### src/rtl/keypad_scanner.sv
// keypad_scanner: front end of the calculator datapath.
// Scans a 4x4 active-low key matrix one row at a time. The result of each
// full frame is debounced, and every accepted press is turned into the
// strobes that the operand/operator sequencer consumes.
// Ports:
//   clk, nRST        clock; asynchronous active-low reset
//   col_n[3:0]       matrix columns (active-low, asynchronous to clk)
//   row_n[3:0]       row drives, one-hot-low
//   keypad_input     last accepted digit, held
//   read_input       one-cycle pulse for each digit press
//   operator_input   held operator code (001 add, 010 sub, 100 mul)
//   equal_input      one-cycle pulse for '='
//   clear            one-cycle pulse for 'C'; also clears digit and operator
module keypad_scanner #(
  parameter int SCAN_DIV     = 1000,
  parameter int DEBOUNCE_CNT = 4
) (
  input  logic       clk,
  input  logic       nRST,
  input  logic [3:0] col_n,
  output logic [3:0] row_n,
  output logic [3:0] keypad_input,
  output logic       read_input,
  output logic [2:0] operator_input,
  output logic       equal_input,
  output logic       clear
);
  localparam int DW = (SCAN_DIV > 1) ? $clog2(SCAN_DIV) : 1;
  localparam logic [DW-1:0] DWELL_LAST = DW'(SCAN_DIV - 1);
  localparam logic [3:0] DB     = 4'(DEBOUNCE_CNT);
  localparam logic [3:0] K_ADD  = 4'd10;
  localparam logic [3:0] K_SUB  = 4'd11;
  localparam logic [3:0] K_MUL  = 4'd12;
  localparam logic [3:0] K_EQ   = 4'd13;
  localparam logic [3:0] K_CLR  = 4'd14;
  localparam logic [3:0] K_NONE = 4'd15;

  typedef enum logic [1:0] {IDLE, CAND, PRESSED, RELEASE} state_t;

  // Internal key codes: digits are their own value, the rest sit at 10..14.
  function automatic logic [3:0] key_code(input logic [1:0] r, input logic [1:0] c);
    case ({r, c})
      4'h0: key_code = 4'd1;   4'h1: key_code = 4'd2;
      4'h2: key_code = 4'd3;   4'h3: key_code = K_ADD;
      4'h4: key_code = 4'd4;   4'h5: key_code = 4'd5;
      4'h6: key_code = 4'd6;   4'h7: key_code = K_SUB;
      4'h8: key_code = 4'd7;   4'h9: key_code = 4'd8;
      4'hA: key_code = 4'd9;   4'hB: key_code = K_MUL;
      4'hC: key_code = K_CLR;  4'hD: key_code = 4'd0;
      4'hE: key_code = K_EQ;
      default: key_code = K_NONE;
    endcase
  endfunction

  logic [3:0]    col_s1, col_s2;
  logic [DW-1:0] dwell;
  logic [1:0]    row_idx;
  logic          sample, frame_end;

  always_ff @(posedge clk or negedge nRST) begin
    if (!nRST) begin
      col_s1  <= 4'hF;
      col_s2  <= 4'hF;
      dwell   <= '0;
      row_idx <= '0;
    end else begin
      col_s1 <= col_n;
      col_s2 <= col_s1;
      if (dwell == DWELL_LAST) begin
        dwell   <= '0;
        row_idx <= row_idx + 2'd1;
      end else begin
        dwell <= dwell + 1'b1;
      end
    end
  end

  assign row_n     = ~(4'b0001 << row_idx);
  assign sample    = (dwell == DWELL_LAST);
  assign frame_end = sample && (row_idx == 2'd3);

  // Keys seen in the current row; the fourth key of row 3 is not a key.
  logic [3:0] row_hits;
  logic [2:0] row_num;
  logic [3:0] row_code;
  always_comb begin
    row_hits = ~col_s2;
    if (row_idx == 2'd3) row_hits[3] = 1'b0;
    row_num  = '0;
    row_code = K_NONE;
    for (int c = 0; c < 4; c++) begin
      if (row_hits[c]) begin
        row_num  = row_num + 3'd1;
        row_code = key_code(row_idx, 2'(c));
      end
    end
  end

  // Frame accumulator: key count saturates at 2 (= MULTI); row 0 starts afresh.
  logic [1:0] acc_num, base_num, frm_num;
  logic [3:0] acc_code, base_code, frm_code;
  logic [2:0] sum;
  logic       frm_none, frm_key;
  always_comb begin
    base_num  = (row_idx == 2'd0) ? 2'd0 : acc_num;
    base_code = acc_code;
    sum       = {1'b0, base_num} + row_num;
    frm_num   = (sum >= 3'd2) ? 2'd2 : sum[1:0];
    frm_code  = (base_num == 2'd0) ? row_code : base_code;
    frm_none  = (frm_num == 2'd0);
    frm_key   = (frm_num == 2'd1);
  end

  always_ff @(posedge clk or negedge nRST) begin
    if (!nRST) begin
      acc_num  <= '0;
      acc_code <= K_NONE;
    end else if (sample) begin
      acc_num  <= frm_num;
      acc_code <= frm_code;
    end
  end

  // Debounce FSM, advanced only on frame end.
  state_t     state, nxt_state;
  logic [3:0] cnt, nxt_cnt, cand, nxt_cand;
  logic       fire;

  always_ff @(posedge clk or negedge nRST) begin
    if (!nRST) begin
      state <= IDLE;
      cnt   <= '0;
      cand  <= K_NONE;
    end else begin
      state <= nxt_state;
      cnt   <= nxt_cnt;
      cand  <= nxt_cand;
    end
  end

  always_comb begin
    nxt_state = state;
    nxt_cnt   = cnt;
    nxt_cand  = cand;
    fire      = 1'b0;
    if (frame_end) begin
      case (state)
        IDLE: if (frm_key) begin
          nxt_cand = frm_code;
          if (DEBOUNCE_CNT == 1) begin
            nxt_state = PRESSED;
            nxt_cnt   = '0;
            fire      = 1'b1;
          end else begin
            nxt_state = CAND;
            nxt_cnt   = 4'd1;
          end
        end
        CAND: if (frm_key && frm_code == cand) begin
          if (cnt + 4'd1 == DB) begin
            nxt_state = PRESSED;
            nxt_cnt   = '0;
            fire      = 1'b1;
          end else begin
            nxt_cnt = cnt + 4'd1;
          end
        end else begin
          nxt_state = IDLE;
          nxt_cnt   = '0;
        end
        PRESSED: if (frm_none) begin
          if (DEBOUNCE_CNT == 1) begin
            nxt_state = IDLE;
            nxt_cnt   = '0;
          end else begin
            nxt_state = RELEASE;
            nxt_cnt   = 4'd1;
          end
        end
        RELEASE: if (frm_none) begin
          if (cnt + 4'd1 == DB) begin
            nxt_state = IDLE;
            nxt_cnt   = '0;
          end else begin
            nxt_cnt = cnt + 4'd1;
          end
        end else begin
          // MULTI counts as a key here: the press is still going on.
          nxt_state = PRESSED;
          nxt_cnt   = '0;
        end
        default: nxt_state = IDLE;
      endcase
    end
  end

  // fire only happens when frm_code is the accepted key, so it names the event.
  always_ff @(posedge clk or negedge nRST) begin
    if (!nRST) begin
      keypad_input   <= '0;
      read_input     <= 1'b0;
      operator_input <= '0;
      equal_input    <= 1'b0;
      clear          <= 1'b0;
    end else begin
      read_input  <= fire && (frm_code <= 4'd9);
      equal_input <= fire && (frm_code == K_EQ);
      clear       <= fire && (frm_code == K_CLR);
      if (fire) begin
        case (frm_code)
          K_ADD: operator_input <= 3'b001;
          K_SUB: operator_input <= 3'b010;
          K_MUL: operator_input <= 3'b100;
          K_EQ:  ;
          K_CLR: begin
            operator_input <= 3'b000;
            keypad_input   <= 4'd0;
          end
          default: keypad_input <= frm_code;
        endcase
      end
    end
  end
endmodule

### config.mk
export PLATFORM = sky130hd
export DESIGN_NAME = keypad_scanner
export DESIGN_NICKNAME = d
export VERILOG_FILES = /design/src/rtl/keypad_scanner.sv
export SDC_FILE = /design/constraint.sdc
export NUM_CORES = 1
export LEC_CHECK = 0
export BUFFER_PORTS_ARGS = -buffer_cell sky130_fd_sc_hd__buf_4
export CORE_UTILIZATION = 40
export CTS_CLUSTER_DIAMETER = 200
export DETAILED_ROUTE_END_ITERATION = 10
export GPL_TIMING_DRIVEN = 0
export PLACE_DENSITY = 0.68
export SYNTH_ARGS = -nofsm -noshare
export SYNTH_HDL_FRONTEND = slang
export SYNTH_SLANG_ARGS = --single-unit
### constraint.sdc
create_clock -name clk -period 6.2 [get_ports clk]
set_input_delay 0.62 -clock clk [delete_from_list [all_inputs] [get_ports clk]]
set_output_delay 0.62 -clock clk [all_outputs]
set_load 0.02 [all_outputs]
== After elaboration in Yosys (flattened, before gate mapping) ==
Cells that the tools add are included.
W data, S select, Z words.
Storage, ports and cells
  bits in registers: 46
  logic and storage cells: 98
  bits of input ports: 6
  output and inout port bits: 14
Operators by class
  reductions and logical operators: 16
  bitwise gates (word level): 3
  order comparisons: 2
  muxes and demuxes: 36
  shift-type cells: 1
  add/subtract/negate cells: 7
  equality and inequality tests: 19
Operators with widths (count)
  $pmux W4 S4: 4
  $mux W4: 10
  $eq A4 B4 Y1 const B: 5
  $mux W2: 8
  $pmux W3 S4: 1
  $add A10 B1 Y10 const B: 1
  $eq A10 B10 Y1 const B: 1
  $mux W10: 1
  $add A3 B1 Y3 const B: 3
  $mux W3: 3
  $pmux W3 S3: 1
  $eq A2 B2 Y1 const B: 4
  $logic_not A2 Y1: 4
  $not A4 Y4: 2
  $pmux W2 S4: 1
  $pmux W4 S2: 1
  $eq A2 B1 Y1 const B: 3
  $mux W1: 6
  $ne A3 B3 Y1 const B: 2
  $reduce_and A3 Y1: 2
  $logic_and A1 B1 Y1: 5
  $reduce_and A5 Y1: 1
  $add A4 B1 Y4 const B: 1
  $eq A4 B3 Y1 const B: 1
  11 further kinds: 13

== Logic depth before layout (Yosys ltp) ==
Gate-level depths: netlist of the first run.
  depth after elaboration: 17
  gate-level depth with buffers: 14
  depth with buffers taken out: 14

== Worst setup path before layout of the first run ==
Ideal clock, no wire load.
  path kind: register to register
  from: reg col_s2[1]
  to: reg keypad_input[0]
  data required time: 6.075 ns
  stages on the path, launching flop included: 14
  library setup time: 0.125 ns
  path slack: 2.478 ns
  path buffers: 0
  arrival time: 3.597 ns
  period minus slack after synthesis: 3.722 ns
  cells stage by stage: dfstp_2 > inv_1 > ha_1 > xnor2_1 > ha_1 > mux2_2 > fa_1 > xnor3_1 > nand4b_1 > mux2i_1 > nand4_4 > nor3_4 > nand2_2 > mux2_4
Between the ends
  word-level cells in the longest chain between the ends: 15
  elaborated cells between the ends (all ways): 28
  those cells by class: add/sub (3); order compare (1); eq/ne (7); mux (12); bitwise (2); reduce/logical (3)
RTL lines
  start: declaration: line 55  | logic [3:0] col_s1, col_s2;
  start signal: assignment: line 68  | col_s2 <= col_s1;
  $not A4 Y4 *: line 87  | row_hits = ~col_s2;
  $mux W3: line 92  | if (row_hits[c]) begin
  $add A3 B1 Y3: line 93  | row_num = row_num + 3'd1;
  $mux W3: line 92
  $add A3 B1 Y3: line 93
  $mux W3: line 92
  $add A2 B3 Y3: line 107  | sum = {1'b0, base_num} + row_num;
  $ge A3 B2 Y1: line 108  | frm_num = (sum >= 3'd2) ? 2'd2 : sum[1:0];
  $mux W2: line 108
  $eq A2 B1 Y1: line 111  | frm_key = (frm_num == 2'd1);
  $logic_and A1 B1 Y1: line 159  | CAND: if (frm_key && frm_code == cand) begin
  $mux W1: line 159
  $mux W1: line 147  | case (state)
  $mux W1: line 146  | if (frame_end) begin
  $reduce_and A2 Y1 (no line)
  end signal: assignment: line 219  | default: keypad_input <= frm_code;
  end: declaration: line 22  | output logic [3:0] keypad_input,
Mark *: on every way between the ends. The rest lies on a longest branch, timed or not.
A chain may end at the register's enable or synchronous reset.

== Worst setup path in the final report of the first run ==
  from: reg col_s2[1]
  to: reg keypad_input[1]
Same word-level chain as after synthesis.

==> metrics.md, run 1 <==
| Metric | Value |
|---|---|
| Hold Crit Class | input port to async pin |
| Max FO, Critical Path | 9 |
| Worst clock skew | 0.0102 ns |
| GR Overflow Total | 0 |
| Max Buffers Root-to-Sink | 2 |
| Die height | 84.3 µm |
| Yosys top cell by area | dfrtp_1 |
| Post-synth EDFFs | 0 |
| Mapped Area | 2710 µm² |
| WL per Instance | 14.2 µm |
| Setup TNS | 0 ns |
| Via-to-Cell Ratio | 5.41 |
| Cell variety after synth | 69 |
| Initial core utilization | 42.0% |
| Peak Freq | 0.250 GHz |
| CP endpoint kind | flop |
| CTS clock-pin slew for the worst setup and hold paths | 0.09 ns |
| WL final | 5.33 mm |
| PortBufs | 19 |
| Syn nets | 290 |
| Max_slew headroom | 45.6% |
| Total CTS buffers | 5 |
| Layout Cells excl Fill | 375 |
| CP arrival | 4.19 ns |
| DR pass1 iterations | 4 |
| Layout fillers | 631 |
| FF+latch area | 1170 µm² |
| Top post-synthesis cells by area | dfrtp_1, dfstp_2, ha_1, nand2_1, o21ai_0 |
| RSZ-0062 raised after global routing | false |
| Endpoints failing setup | 0 |
| Placement Rows | 29 |
| Total track usage | 16.7% |
| Number of synthesized register bits | 46 |
| Highest routed layer | met4 |
| Placer congestion estimate | 0.792 |
| Placed Cells incl. Taps | 367 |
| Post-layout net count | 316 |
| VDD IR max | 69.1 µV |
| Post-CTS setup repair buffer count | 0 |
| Minimum clock period | 4.00 ns |
| Post-cts gate resize count | 0 |
| Ant. Diodes | 0 |
| Syn. warnings | 0 |
| Fin worst setup slack | 2.20 ns |
| Post-Syn Instances | 271 |
| Clock Latency Late Sink | 0.31 ns |
| Final Util | 47.1% |
| Leakage | 1.38 nW |
| Die W | 84.3 µm |
| Pins over their slew limit | 0 |
| Worst Tran Pin Value | 0.807 ns |
| Share of cells above drive strength 1 | 20.8% |
| Vias | 2030 |
| Number of global-route vias before repair | 1917 |
| Status | completed |
| Largest net degree at the start of global routing | 47 |
| Most frequent cells in the layout | nand2_1, dfrtp_1, buf_4 |
| Post-route antenna net violation count | 0 |
| First-pass GRT wire length | 9.36 mm |
| Initial antenna violation count | 0 |
| Fin Hold WS | 0.301 ns |
| Met2 Wirelength | 2.51 mm |
| Syn avg cell area | 10.0 µm² |
| Max-Cap Viols | 0 |
| Hold buffers post-CTS | 0 |
| Core ar. | 6460 µm² |
| M1 wire length | 2.55 mm |
| Post-route DRC | 0 |
| Critical path class | flop to flop |
| Area of the multi-input gates | 1440 µm² |
| Required time of the worst setup path | 6.39 ns |
| Final Hold Viols | 0 |
| CTS tree | yes |
| Final HPWL DP | 3.93 mm |
| Pwr dens | 181 nW/µm² |
| H-tree levels | 2 |
| Crit path launch type | flop |
| Drt first-iter violations | 58 |
| DR WL met3 | 171 µm |
| Post-synth top area share | 27.7% |
| Share of synthesized registers carrying an async set or reset | 100% |
| Dominant synthesized flop cell | dfrtp_1 |
| TritonCTS sink count | 46 |
| Post-synthesis sequential area ratio | 43.2% |
| Root buf cell | clkbuf_8 |
| Tcrit/Tclk final | 64.5% |
| Die area | 7110 µm² |
| I/O pins | 20 |
| Synth-to-layout area growth | 12.2% |
| Pre-CTS setup slack | 2.17 ns |
==> synth_stat cells (5+ instances only) <==
cell type   n
xnor2_1     6
mux2i_1     5
xor2_1      7
dfrtp_1    30
a21oi_1     5
nor2_1     19
nand2_1    30
nor3_1      7
inv_1      14
dfstp_2    16
ha_1       12
nor2b_1     6
nand3_1     9
o21ai_0    15
nand2b_1    5
==> where the power goes <==
| group | leakage, nW | internal, mW | switching (mW) |
|---|---|---|---|
| clock | 0.0482 | 0.0900 | 0.0999 |
| combinational | 0.761 | 0.0219 | 0.0318 |
| sequential | 0.571 | 0.305 | 0.00227 |
| total | 1.38 | 0.417 | 0.134 |
==> metal layers <==
metal	GRT usage, %	vias up
met5	0	-
met4	5.55	0
met3	3.24	9
met2	27.5	34
met1	22.4	971
li1	-	1016
==> worst paths after layout <==
path,from,to,slack (ns),cells past startpoint
setup reg to reg,col_s2[1]$_DFF_PN1_,keypad_input[1]$_DFFE_PN0P_,2.20,13
max in group asynchronous,nRST,col_s1[1]$_DFF_PN1_,5.50,1
setup / recovery,col_s2[1]$_DFF_PN1_,keypad_input[1]$_DFFE_PN0P_,2.20,13
hold reg to reg,col_s1[0]$_DFF_PN1_,col_s2[0]$_DFF_PN1_,0.36,0
hold / removal,nRST,read_input$_DFF_PN0_,0.30,1
min in group clk,col_s1[0]$_DFF_PN1_,col_s2[0]$_DFF_PN1_,0.36,0
==> critical path, cell delays in order (launching register included) <==
cell	delay, ns
dfstp_2	0.60
inv_1	0.06
ha_1	0.29
xnor2_1	0.25
ha_1	0.27
mux2_2	0.27
fa_1	0.39
xnor3_1	0.42
nand4b_1	0.11
mux2i_1	0.25
nand4_4	0.21
nor3_4	0.37
a21boi_0	0.15
a211o_1	0.25
==> through the flow <==
stage,power [mW],cell area [µm²]
3_3_place_gp,0.366,2950
6_report,0.551,3040
4_1_cts,0.558,3040
2_1_floorplan,0.349,2710
3_5_place_dp,0.367,2950
5_1_grt,0.577,3040
==> flip-flops by register name, summed over array words and instances (netlist names), 2 cells and up <==
signal,count
dwell,10
acc_code,4
cand,4
cnt,4
col_s1,4
col_s2,4
keypad_input,4
operator_input,3
acc_num,2
row_idx,2
state,2
==> cells by family (layout without fill, tap and decap cells) <==
kind of cell | after synthesis | count (layout) | share of synthesized area [%]
compound gates | 60 | 60 | 16.2
xor+xnor | 15 | 15 | 5.63
fa+ha+maj | 13 | 13 | 6.28
buf+inv | 22 | 49 | 3.65
flops | 46 | 46 | 43.2
mux | 9 | 9 | 3.78
simple gates | 106 | 106 | 21.3
==> layout make-up <==
cell class / instances / area share, %
well taps: 77 / 3.17
clock inverters: 1 / 0.165
plain buffers: 8 / 1.52
multi-input cells: 203 / 47.4
inverters: 14 / 1.73
flip-flops and latches: 46 / 38.5
clock buffers: 7 / 2.84
repair buffers: 19 / 4.69
Power figures use the tool's default switching activity.
==> inputs of run 2 (changes only) <==
Clock period 6.2 ns to 4 ns, I/O delays scaled along.
==> run 2 against run 1 <==
Compared with the run above: largest cell class unchanged; critical path depth grew 1; register-to-register slack got worse by 2.0 ns; highest routed layer unchanged; non-clock buffer count up 5; combinational power increased by 68%; sequential share of layout area decreased by 0.67 points; clock power grew 55%; power is 56% higher; final area grew 1.8%.
==> metrics.md, run 2 (synthesis gave the netlist of run 1 again) <==
| Metric | Value |
|---|---|
| RSZ-0062 raised after global routing | false |
| Max_slew headroom | 45.0% (-0.63 points) |
| Worst setup path startpoint | col_s2[0]$_DFF_PN1_ |
| Peak Freq | 0.266 GHz (+6.6%) |
| Drt first-iter violations | 68 (+17%) |
| PortBufs | 19 (unchanged) |
| Leakage | 1.41 nW (+2.1%) |
| CP endpoint kind | flop |
| Max-Cap Viols | 0 (unchanged) |
| Critical path destination | keypad_input[0]$_DFFE_PN0P_ |
| Total track usage | 16.8% (+0.042 points) |
| Sw power | 209 µW (+56%) |
| Max Buffers Root-to-Sink | 2 (unchanged) |
| H-tree levels | 2 (unchanged) |
| Pwr dens | 278 nW/µm² (+53%) |
| RR Endpoint | keypad_input[0]$_DFFE_PN0P_ |
| Net Sw Frac | 24.4% (+0.026 points) |
| I/O pins | 20 (unchanged) |
| CP arrival | 3.95 ns (-0.24 ns) |
| Setup TNS | 0 ns (unchanged) |
| Post-route DRC | 0 (unchanged) |
| Largest net degree at the start of global routing | 47 (unchanged) |
| Power, Total | 860 µW (+56%) |
| Status | completed |
| Synth-to-layout area growth | 14.2% |
| Fin worst setup slack | 0.245 ns (-1.95 ns) |
| Die W | 84.3 µm (unchanged) |
| Layout Cells excl Fill | 380 (+1.3%) |
| Worst Path Buf+Inv | 2 (+1) |
| CP top delay family | adder cells |
| Total CTS buffers | 5 (unchanged) |
| Vias | 2068 (+1.9%) |
| Initial core utilization | 42.0% (unchanged) |
| Max FO, Critical Path | 6 (-3) |
| Combinational Power Share | 10.5% (+0.8 points) |
| CTS clock-pin slew for the worst setup and hold paths | 0.09 ns (about the same) |
| Layout fillers | 625 (-0.95%) |
| Worst reg2reg path startpoint | col_s2[0]$_DFF_PN1_ |
| Clock power share | 34.2% (-0.3 points) |
| Die area | 7110 µm² (unchanged) |
| WL per Instance | 14.3 µm (+0.89%) |
| Reg with most FFs | dwell |
| Share of cells above drive strength 1 | 23.4% (+2.6 points) |
| Pre-CTS setup slack | -0.0333 ns (-2.20 ns) |
| Clock Latency Late Sink | 0.31 ns (about the same) |
| TritonCTS sink count | 46 (unchanged) |
| Required time of the worst setup path | 4.20 ns (-2.19 ns) |
| CTS tree | yes |
| Tcrit/Tclk final | 93.9% (+29 points) |
| Critical path class | flop to flop |
| Hold buffers post-CTS | 0 (unchanged) |
| Hold Crit Class | input port to async pin |
| Minimum clock period | 3.75 ns (-0.247 ns) |
| Pins over their slew limit | 0 (unchanged) |
| Placed cell areas | 2950 µm² (unchanged) |
| Post-layout net count | 321 (+1.6%) |
| Die height | 84.3 µm (unchanged) |
| DR pass1 iterations | 4 (unchanged) |
| CP max-delay cell | dfstp_2 |
| Cell depth of the worst flop-to-flop path | 14 (+1) |
| Final HPWL DP | 3.93 mm (unchanged) |
| Via-to-Cell Ratio | 5.44 (+0.53%) |
| Worst clock skew | 0.00903 ns (-0.00113 ns) |
| GR Overflow Total | 0 (unchanged) |
| Worst Tran Pin Value | 0.816 ns (+0.00931 ns) |
| Crit path depth | 14 (+1) |
| Critical path, cell by cell | inv_1 -> ha_1 -> xnor2_2 -> ha_1 -> mux2_2 -> fa_1 -> nor2b_2 -> nand4b_1 -> mux2i_2 -> nand4_4 -> nor3_4 -> buf_4 -> nand2_2 -> mux2_4 |
| Max reg flops | 10 (unchanged) |
| Placer congestion estimate | 0.792 (unchanged) |
| CP most frequent cell | ha_1 |
| Max stage delay on crit path | 0.56 ns (-0.04 ns) |
| Final instance area | 3100 µm² (+1.8%) |
| First-pass GRT wire length | 9.40 mm (+0.36%) |
| Initial antenna violation count | 0 (unchanged) |
| Core ar. | 6460 µm² (unchanged) |
| Post-route antenna net violation count | 0 (unchanged) |
| Cell Int Power | 650 µW (+56%) |
| Part of the power in registers | 55.3% (-0.5 points) |
| Placement Rows | 29 (unchanged) |
| Most frequent cells in the layout | nand2_1, dfrtp_1, buf_4 |
| WL final | 5.44 mm (+2.2%) |
| Ant. Diodes | 0 (unchanged) |
| VDD IR max | 108 µV (+56%) |
| Number of global-route vias before repair | 1928 (+0.57%) |
| Endpoints failing setup | 0 (unchanged) |
| Final Hold Viols | 0 (unchanged) |
| Crit path launch type | flop |
| Root buf cell | clkbuf_8 |
| Placed Cells incl. Taps | 367 (unchanged) |
| Reg2Reg Setup Slack | 0.25 ns (-1.95 ns) |
-- run 2: cell types whose count changed in the layout (fill, tap and decap cells not counted) --
cell     delta
buf_4       +5
nor2b_1     -2
nor2b_2     +2
mux2i_1     -1
mux2i_2     +1
xnor2_1     -1
xnor2_2     +1
-- run 2: worst min path at each step --
stage          slack (ns)                           to  cells after the start
2_1_floorplan        0.10       acc_num[0]$_DFFE_PN0N_                      0
3_3_place_gp         0.35          col_s2[0]$_DFF_PN1_                      0
3_5_place_dp         0.35          col_s2[0]$_DFF_PN1_                      0
4_1_cts              0.10         read_input$_DFF_PN0_                      1
5_1_grt              0.13         read_input$_DFF_PN0_                      1
6_report             0.07  keypad_input[0]$_DFFE_PN0P_                      1
-- run 2: worst register-to-register path, stage by stage (launching register included) --
cell and delay, ns:
dfstp_2 0.56, inv_1 0.05, ha_1 0.33, xnor2_2 0.22, ha_1 0.26, mux2_2 0.27
fa_1 0.52, nor2b_2 0.15, nand4b_1 0.13, mux2i_2 0.22, nand4_4 0.19, nor3_4 0.23
buf_4 0.18, nand2_2 0.05, mux2_4 0.28
-- run 2: cell type report --
type | count | area, µm² | share of cell area, %
clock inverters | 1 | 5.00 | 0.162
flip-flops and latches | 46 | 1170 | 37.8
multi-input cells | 203 | 1460 | 47.1
clock buffers | 7 | 86.3 | 2.79
inverters | 14 | 52.6 | 1.70
repair buffers | 24 | 180 | 5.82
well taps | 77 | 96.3 | 3.11
plain buffers | 8 | 46.3 | 1.50
-- run 2: routing by layer --
metal,part of all wire (%),track usage [%],vias up
li1,-,-,1027
met1,47,22.4,992
met2,47,27.6,39
met3,3.9,3.24,10
met4,1.8,5.55,0
met5,0,0,-
-- run 2: power by group through the flow --
stage               Combinational [mW]  Sequential (mW)  Clock (mW)
global placement                0.0823            0.485           0
floorplan                       0.0578            0.484           0
finish                          0.0904            0.476       0.294
CTS                             0.0844            0.476       0.305
detailed placement              0.0834            0.485           0
global route                     0.102            0.476       0.320
-- run 2: metrics by stage --
step                      hold WS [ns]  util (%)
after floorplan                  0.104         -
after global placement           0.347      45.7
after detailed placement         0.347      45.7
after CTS                        0.103      47.3
after global routing             0.126      47.9
final                           0.0708      47.9
-- run 2: what timing repair did --
action                                  4_1_cts  5_1_grt
setup buffers                                 2        3
endpoints found under the setup margin        2       14
resized for setup                             0        4
pin swaps                                     1        3
